`src/rtl/adc_pkg.sv`:
```
// Shared constants for the ADC conversion sequencer: state encoding and
// default timing parameters.
package adc_pkg;

    localparam logic [2:0] ST_IDLE     = 3'd0;
    localparam logic [2:0] ST_START    = 3'd1;
    localparam logic [2:0] ST_WAIT_EOC = 3'd2;
    localparam logic [2:0] ST_READ     = 3'd3;
    localparam logic [2:0] ST_HOLD     = 3'd4;

    localparam int DEF_DW        = 10;
    localparam int DEF_START_CYC = 2;
    localparam int DEF_RD_CYC    = 3;
    localparam int DEF_TIMEOUT   = 1023;
    localparam int DEF_PERIOD    = 1000;

    // One state counter serves START, WAIT_EOC and READ, so it must cover the largest load.
    function automatic int max3(input int a, input int b, input int c);
        int m;
        m = (a > b) ? a : b;
        return (m > c) ? m : c;
    endfunction

endpackage

```
`src/rtl/adc_data_latch.sv`:
```
// Capture register for the ADC parallel bus; loads on cap_en and holds
// the sample for the downstream consumer.
module adc_data_latch #(
    parameter int DW = 10
) (
    input  logic          clk,
    input  logic          reset,
    input  logic          cap_en,
    input  logic [DW-1:0] adc_data,
    output logic [DW-1:0] sample
);

    always_ff @(posedge clk or posedge reset) begin
        if (reset) begin
            sample <= '0;
        end else if (cap_en) begin
            sample <= adc_data;
        end
    end

endmodule

```
`src/rtl/adc_conv_sequencer.sv`:
```
// Sequences one external ADC conversion (start, wait EOC, read, capture) and
// hands the captured sample downstream with valid/ready.
//
//  state    | meaning
//  ---------+-----------------------------------------------------------
//  IDLE     | waiting for trig or periodic tick
//  START    | adc_start held high for START_CYC cycles
//  WAIT_EOC | waiting for synchronised EOC, aborts after TIMEOUT cycles
//  READ     | adc_rd held high for RD_CYC cycles, capture on the last one
//  HOLD     | sample_valid high until the consumer accepts
module adc_conv_sequencer
    import adc_pkg::*;
#(
    parameter int DW        = DEF_DW,
    parameter int START_CYC = DEF_START_CYC,
    parameter int RD_CYC    = DEF_RD_CYC,
    parameter int TIMEOUT   = DEF_TIMEOUT,
    parameter int PERIOD    = DEF_PERIOD
) (
    input  logic          clk,
    input  logic          reset,
    input  logic          en_periodic,
    input  logic          trig,
    output logic          adc_start,
    input  logic          adc_eoc,
    output logic          adc_rd,
    input  logic [DW-1:0] adc_data,
    output logic          cap_en,
    output logic [DW-1:0] sample,
    output logic          sample_valid,
    input  logic          sample_ready,
    output logic          busy,
    output logic          timeout_err,
    output logic          overrun
);

    localparam int CNT_MAX = max3(START_CYC, RD_CYC, TIMEOUT);
    localparam int CW      = $clog2(CNT_MAX + 1);
    localparam int PW      = $clog2(PERIOD + 1);

    logic [2:0]    state;
    logic [2:0]    state_nx;
    logic [CW-1:0] st_cnt;
    logic [CW-1:0] st_cnt_nx;
    logic [PW-1:0] per_cnt;
    logic          eoc_m;
    logic          eoc_s;
    logic          tick;
    logic          go;
    logic          timeout_nx;

    always_ff @(posedge clk or posedge reset) begin
        if (reset) begin
            eoc_m <= 1'b0;
            eoc_s <= 1'b0;
        end else begin
            eoc_m <= adc_eoc;
            eoc_s <= eoc_m;
        end
    end

    always_ff @(posedge clk or posedge reset) begin
        if (reset) begin
            per_cnt <= '0;
        end else if (!en_periodic) begin
            per_cnt <= '0;
        end else if (per_cnt == PW'(PERIOD - 1)) begin
            per_cnt <= '0;
        end else begin
            per_cnt <= per_cnt + 1'b1;
        end
    end

    assign tick = en_periodic && (per_cnt == PW'(PERIOD - 1));
    assign go   = trig | (en_periodic & tick);

    // State timers count down from (length-1); the terminal count at zero ends the state.
    always_comb begin
        state_nx   = state;
        st_cnt_nx  = st_cnt;
        timeout_nx = 1'b0;
        case (state)
            ST_IDLE: begin
                if (go && !sample_valid) begin
                    state_nx  = ST_START;
                    st_cnt_nx = CW'(START_CYC - 1);
                end
            end
            ST_START: begin
                if (st_cnt == '0) begin
                    state_nx  = ST_WAIT_EOC;
                    st_cnt_nx = CW'(TIMEOUT - 1);
                end else begin
                    st_cnt_nx = st_cnt - 1'b1;
                end
            end
            ST_WAIT_EOC: begin
                if (eoc_s) begin
                    state_nx  = ST_READ;
                    st_cnt_nx = CW'(RD_CYC - 1);
                end else if (st_cnt == '0) begin
                    state_nx   = ST_IDLE;
                    timeout_nx = 1'b1;
                end else begin
                    st_cnt_nx = st_cnt - 1'b1;
                end
            end
            ST_READ: begin
                if (st_cnt == '0) begin
                    state_nx = ST_HOLD;
                end else begin
                    st_cnt_nx = st_cnt - 1'b1;
                end
            end
            ST_HOLD: begin
                if (sample_ready) begin
                    state_nx = ST_IDLE;
                end
            end
            default: begin
                state_nx = ST_IDLE;
            end
        endcase
    end

    always_ff @(posedge clk or posedge reset) begin
        if (reset) begin
            state       <= ST_IDLE;
            st_cnt      <= '0;
            timeout_err <= 1'b0;
        end else begin
            state       <= state_nx;
            st_cnt      <= st_cnt_nx;
            timeout_err <= timeout_nx;
        end
    end

    // A tick is lost whenever a conversion or an unconsumed sample is in flight.
    always_ff @(posedge clk or posedge reset) begin
        if (reset) begin
            overrun <= 1'b0;
        end else if (tick && (state != ST_IDLE)) begin
            overrun <= 1'b1;
        end
    end

    assign adc_start    = (state == ST_START);
    assign adc_rd       = (state == ST_READ);
    assign cap_en       = (state == ST_READ) && (st_cnt == '0);
    assign sample_valid = (state == ST_HOLD);
    assign busy         = (state != ST_IDLE);

    adc_data_latch #(
        .DW (DW)
    ) u_latch (
        .clk      (clk),
        .reset    (reset),
        .cap_en   (cap_en),
        .adc_data (adc_data),
        .sample   (sample)
    );

endmodule

```
`config.mk`:
```
export PLATFORM = sky130hd
export DESIGN_NAME = adc_conv_sequencer
export DESIGN_NICKNAME = d
export VERILOG_FILES = /design/src/rtl/adc_pkg.sv /design/src/rtl/adc_data_latch.sv /design/src/rtl/adc_conv_sequencer.sv
export SDC_FILE = /design/constraint.sdc
export NUM_CORES = 1
export LEC_CHECK = 0
export ABC_AREA = 1
export ABC_CLOCK_PERIOD_IN_PS = 2800
export CORE_MARGIN = 1
export CORE_UTILIZATION = 56
export CTS_CLUSTER_DIAMETER = 30
export DETAILED_ROUTE_END_ITERATION = 12
export PLACE_DENSITY = 0.94
export SLEW_MARGIN = 15
export SYNTH_ARGS = -nofsm -noshare
export SYNTH_HDL_FRONTEND = slang
export SYNTH_SLANG_ARGS = --single-unit
```
`constraint.sdc`:
```
create_clock -name clk -period 2.8 [get_ports clk]
set_clock_uncertainty 0.05 [all_clocks]
set_input_delay 0.56 -clock clk [delete_from_list [all_inputs] [get_ports clk]]
set_output_delay 0.56 -clock clk [all_outputs]
set_load 0.02 [all_outputs]
```
==> results <==
- The run finished with clean final reports.
- In the final routed layout, each cell accounts on average for 12.1 um.
- The area share of the leading cell type in the synthesized netlist is 0.478.
- The count of inserted antenna diode cells is 0.
- The TritonCTS clock tree is done.
- The mean area per synthesized cell is 7.72 um^2.
- In this run, placement finished with an instance count of 327.
- The half-perimeter wire length after placement is 2980 um.
- In this design, the critical path's most frequently occurring cell is sky130_fd_sc_hd__nand2_4.
- The cell count after synthesis is 251.
- The largest fanout on the critical path is 11.
- On the final layout, the worst hold slack is 0.316 ns.
- The global-route wire length before repair is 6920 um.
- Across the VDD grid, the largest voltage drop is 584 uV.
- At the end of routability-driven placement, the weighted congestion stood at 0.876.
- The critical path start-end classification is reg2out.
- Dividing total power by cell area gives a power density of 949 nW/um^2.
- Using the TritonRoute via totals, the vias-per-cell ratio works out to 5.20.
- Yosys attributes the largest share of cell area to sky130_fd_sc_hd__dfrtp_1, sky130_fd_sc_hd__nand2_1, sky130_fd_sc_hd__nor2_1, sky130_fd_sc_hd__nand3_1, sky130_fd_sc_hd__inv_1.
- Synthesis produced a netlist with a net count of 271.
- The initial cell density of the core is 0.609.
- After routing the design area is 2360 um^2.
- The tool flagged a number of max-cap violations equal to 0.
- The leading area contributor after synthesis is sky130_fd_sc_hd__dfrtp_1.
- The setup fix buffers added after clock tree synthesis is 0.
- After synthesis the cells add up to 1940 um^2.
- The part of the cycle the worst path needs is 0.937.
- For flop-to-flop paths, the worst setup slack is 1.00 ns.
- The type of element capturing the critical path is an output port.
- The count of unresolved DRC violations after routing is 0.
- Traced cell by cell, the critical path runs through inv_1 -> ha_1 -> nand3_1 -> nor2_2 -> nand2_4 -> inv_4 -> nand2_4 -> inv_2 -> dlygate4sd2_1.
- Setup violations remaining at the end of the flow were counted as 0.
- Relative to the synthesized area, the layout overhead comes to 22.0%.
- The row count is 20.
- The largest individual stage delay along the critical path comes from the cell sky130_fd_sc_hd__dfrtp_1.
- Once detail routing completed, the nets flagged for antenna violations numbered 0.
- The reg-to-reg startpoint is st_cnt[0].
- The remaining max-slew budget at the tightest pin is 0.707.
- On the worst path, the slowest cell contributes a delay of 0.39 ns.
- At the pin with the least slew margin, the transition time is 0.439 ns.
- The deepest level of the CTS H-tree is 2.
- The number of CTS-inserted buffers is 5.
- The number of library cell types mapped by synthesis is 25.
- From bottom edge to top edge, the die measures 60.8 um.
- The global routing usage summed across all routing layers is 0.254.
- The detailed router placed 1738 vias in this run.
- Summed over all layers, the global routing overflow is 0.
- The first-pass detailed-route iteration total is 4.
- The type of the tightest min-delay check is reg2reg.
- The final count of pins violating max slew is 0.
- The worst register-to-register path ends at st_cnt[0].
- The final layout contains 310 nets.
- The number of failing hold endpoints at the final stage came to 0.
- The clock-pin slew on the worst setup and hold paths is 0.11 ns.
- The via count of the first global-routing pass is 1679.
- The die outline area is 3700 um^2.
- The static power due to leakage is 1.21 nW.
- The violation count after the first detailed-routing iteration is 93.
- The highest attainable clock frequency is 0.381 GHz.
- The die outline width is 60.8 um.
- For the worst flop-to-flop path, the logic depth is 9.
- Once layout is complete, the cells apart from fillers number 334.
- The post-layout utilization of the core is 0.743.
- Port buffering added 32 buffers.
- The critical path arrival is 2.01 ns.
- The final layout contains routed wiring with a total length of 4030 um.
- The final sum of negative setup slack is 0 ns.
- Clock tree synthesis found a total of 37 sinks.
- The root buffer cell is sky130_fd_sc_hd__clkbuf_4.
- The critical path ends at cap_en.
- The number of antenna violations at the first check in global routing is 0.
- Once placement finished, the instance area stood at 2310 um^2.
- The count of yosys warnings during synthesis is 0.
- For the worst setup path, the data required time is 2.19 ns.
- Setup repair after global routing left no endpoint under its margin.
- The worst setup path is launched from a register.
- Entering global routing, the biggest net connects 38 pins.
- In this run, synthesis produced a sequential element count of 37.
- At the later pin of the worst-skew pair, clock insertion delay measures 0.35 ns.
- The worst path in the final design needs a cycle of 2.62 ns, including I/O delays and setup.
- In this run, post-CTS hold repair placed 0 buffers.
- The floorplan step defined a core boundary enclosing 3180 um^2.
- The top-level I/O count is 33.
- The post-cts resize count is 1.
- The fill cell instance count of the final layout is 235.
- The layout cell share with drive strength beyond 1 is 0.0862.
- The launching instance or port of the critical path is st_cnt[0].
- The longest clock path from root to sink contains 2 buffers.
- The sequential cell area fraction in the yosys report is 0.478.
-- metrics by stage --
stage,power [W],setup WS (ns)
after floorplan,0.00157,0.939
after global placement,0.00190,0.360
after detailed placement,0.00194,0.304
after CTS,0.00223,0.187
after global routing,0.00241,0.0282
final,0.00224,0.175
-- per-layer routing --
layer / vias up / global-route usage / share of wire / wire length (um)
li1: 859 / - / - / -
met1: 802 / 0.330 / 0.44 / 1780
met2: 68 / 0.413 / 0.48 / 1940
met3: 9 / 0.0682 / 0.063 / 256
met4: 0 / 0.0877 / 0.012 / 50
met5: - / 0 / 0 / 0
-- report_power, final --
group | internal (W) | switching (W)
Clock | 0.000119 | 0.000170
Combinational | 0.000444 | 0.000730
Sequential | 0.000670 | 0.000110
-- cell families after synthesis --
kind of cell,Yosys count,synth area share
and+or+nand+nor,161,0.368
DFF,37,0.478
AOI/OAI and AO/OA,11,0.0297
adders and majority gates,4,0.0258
buffers and inverters,31,0.0672
xor gates and xnor gates,7,0.0317
-- Yosys cell counts --
master and instances:
sky130_fd_sc_hd__nor4_1 2, sky130_fd_sc_hd__xor2_1 7, sky130_fd_sc_hd__nor3b_1 1, sky130_fd_sc_hd__nand2_2 3
sky130_fd_sc_hd__nand2_1 93, sky130_fd_sc_hd__buf_6 1, sky130_fd_sc_hd__inv_2 5, sky130_fd_sc_hd__o21ai_0 6
sky130_fd_sc_hd__nor2_1 27, sky130_fd_sc_hd__nor3_1 3, sky130_fd_sc_hd__nand3_2 1, sky130_fd_sc_hd__a21oi_1 4
sky130_fd_sc_hd__nand4_1 4, sky130_fd_sc_hd__inv_4 1, sky130_fd_sc_hd__nor2_2 2, sky130_fd_sc_hd__or2_2 1
sky130_fd_sc_hd__nor2_4 1, sky130_fd_sc_hd__buf_4 1, sky130_fd_sc_hd__nor2_8 1, sky130_fd_sc_hd__ha_1 4
sky130_fd_sc_hd__inv_1 23, sky130_fd_sc_hd__nand2_4 2, sky130_fd_sc_hd__o21bai_1 1, sky130_fd_sc_hd__dfrtp_1 37
sky130_fd_sc_hd__nand3_1 20
-- registers in the layout, summed over array words and instances, names as in the netlist --
name	cells
overrun	1
state	3
st_cnt	10
timeout_err	1
per_cnt	10
u_latch.sample	10
eoc_s	1
eoc_m	1
-- worst min-delay path by stage --
stage / startpoint / to / slack, ns / cells past startpoint
2_1_floorplan: eoc_m / eoc_s / 0.28 / 0
3_3_place_gp: eoc_m / eoc_s / 0.28 / 0
3_5_place_dp: eoc_m / eoc_s / 0.30 / 0
4_1_cts: eoc_m / eoc_s / 0.32 / 0
5_1_grt: eoc_m / eoc_s / 0.33 / 0
6_report: eoc_m / eoc_s / 0.32 / 0
-- area by class of cell --
type                            instances  area, um^2  area share
Tap cell                               44        55.1      0.0233
Timing Repair Buffer                   34         334       0.141
Multi-Input combinational cell        183         881       0.373
Inverter                               29         111      0.0471
Sequential cell                        37         926       0.392
Clock buffer                            7        55.1      0.0233
-- critical path: cells and delay by family (launching register included) --
family | cells | cell delay [ns]
flops | 1 | 0.39
fa+ha+maj | 1 | 0.21
buf+inv | 4 | 0.61
simple gates | 4 | 0.46
-- layout by cell type, fill, tap and decap left out --
master,n
sky130_fd_sc_hd__nand2_2,3
sky130_fd_sc_hd__clkbuf_4,5
sky130_fd_sc_hd__nand3_1,20
sky130_fd_sc_hd__xor2_1,7
sky130_fd_sc_hd__or2_2,1
sky130_fd_sc_hd__buf_4,2
sky130_fd_sc_hd__nor2_8,1
sky130_fd_sc_hd__inv_2,5
sky130_fd_sc_hd__nand2_4,2
sky130_fd_sc_hd__nand2_1,93
sky130_fd_sc_hd__clkbuf_1,1
sky130_fd_sc_hd__dfrtp_1,37
sky130_fd_sc_hd__nor3_1,3
sky130_fd_sc_hd__clkbuf_8,1
sky130_fd_sc_hd__dlygate4sd2_1,1
sky130_fd_sc_hd__nand3_2,1
sky130_fd_sc_hd__nand4_1,4
sky130_fd_sc_hd__o21bai_1,1
sky130_fd_sc_hd__nor2_1,27
sky130_fd_sc_hd__inv_4,1
sky130_fd_sc_hd__clkdlybuf4s50_1,31
sky130_fd_sc_hd__o21ai_0,6
sky130_fd_sc_hd__a21oi_1,4
sky130_fd_sc_hd__nor3b_1,1
sky130_fd_sc_hd__nor4_1,2
sky130_fd_sc_hd__inv_1,23
sky130_fd_sc_hd__nor2_4,1
sky130_fd_sc_hd__nor2_2,2
sky130_fd_sc_hd__ha_1,4
(Power assumes the default switching activity.)
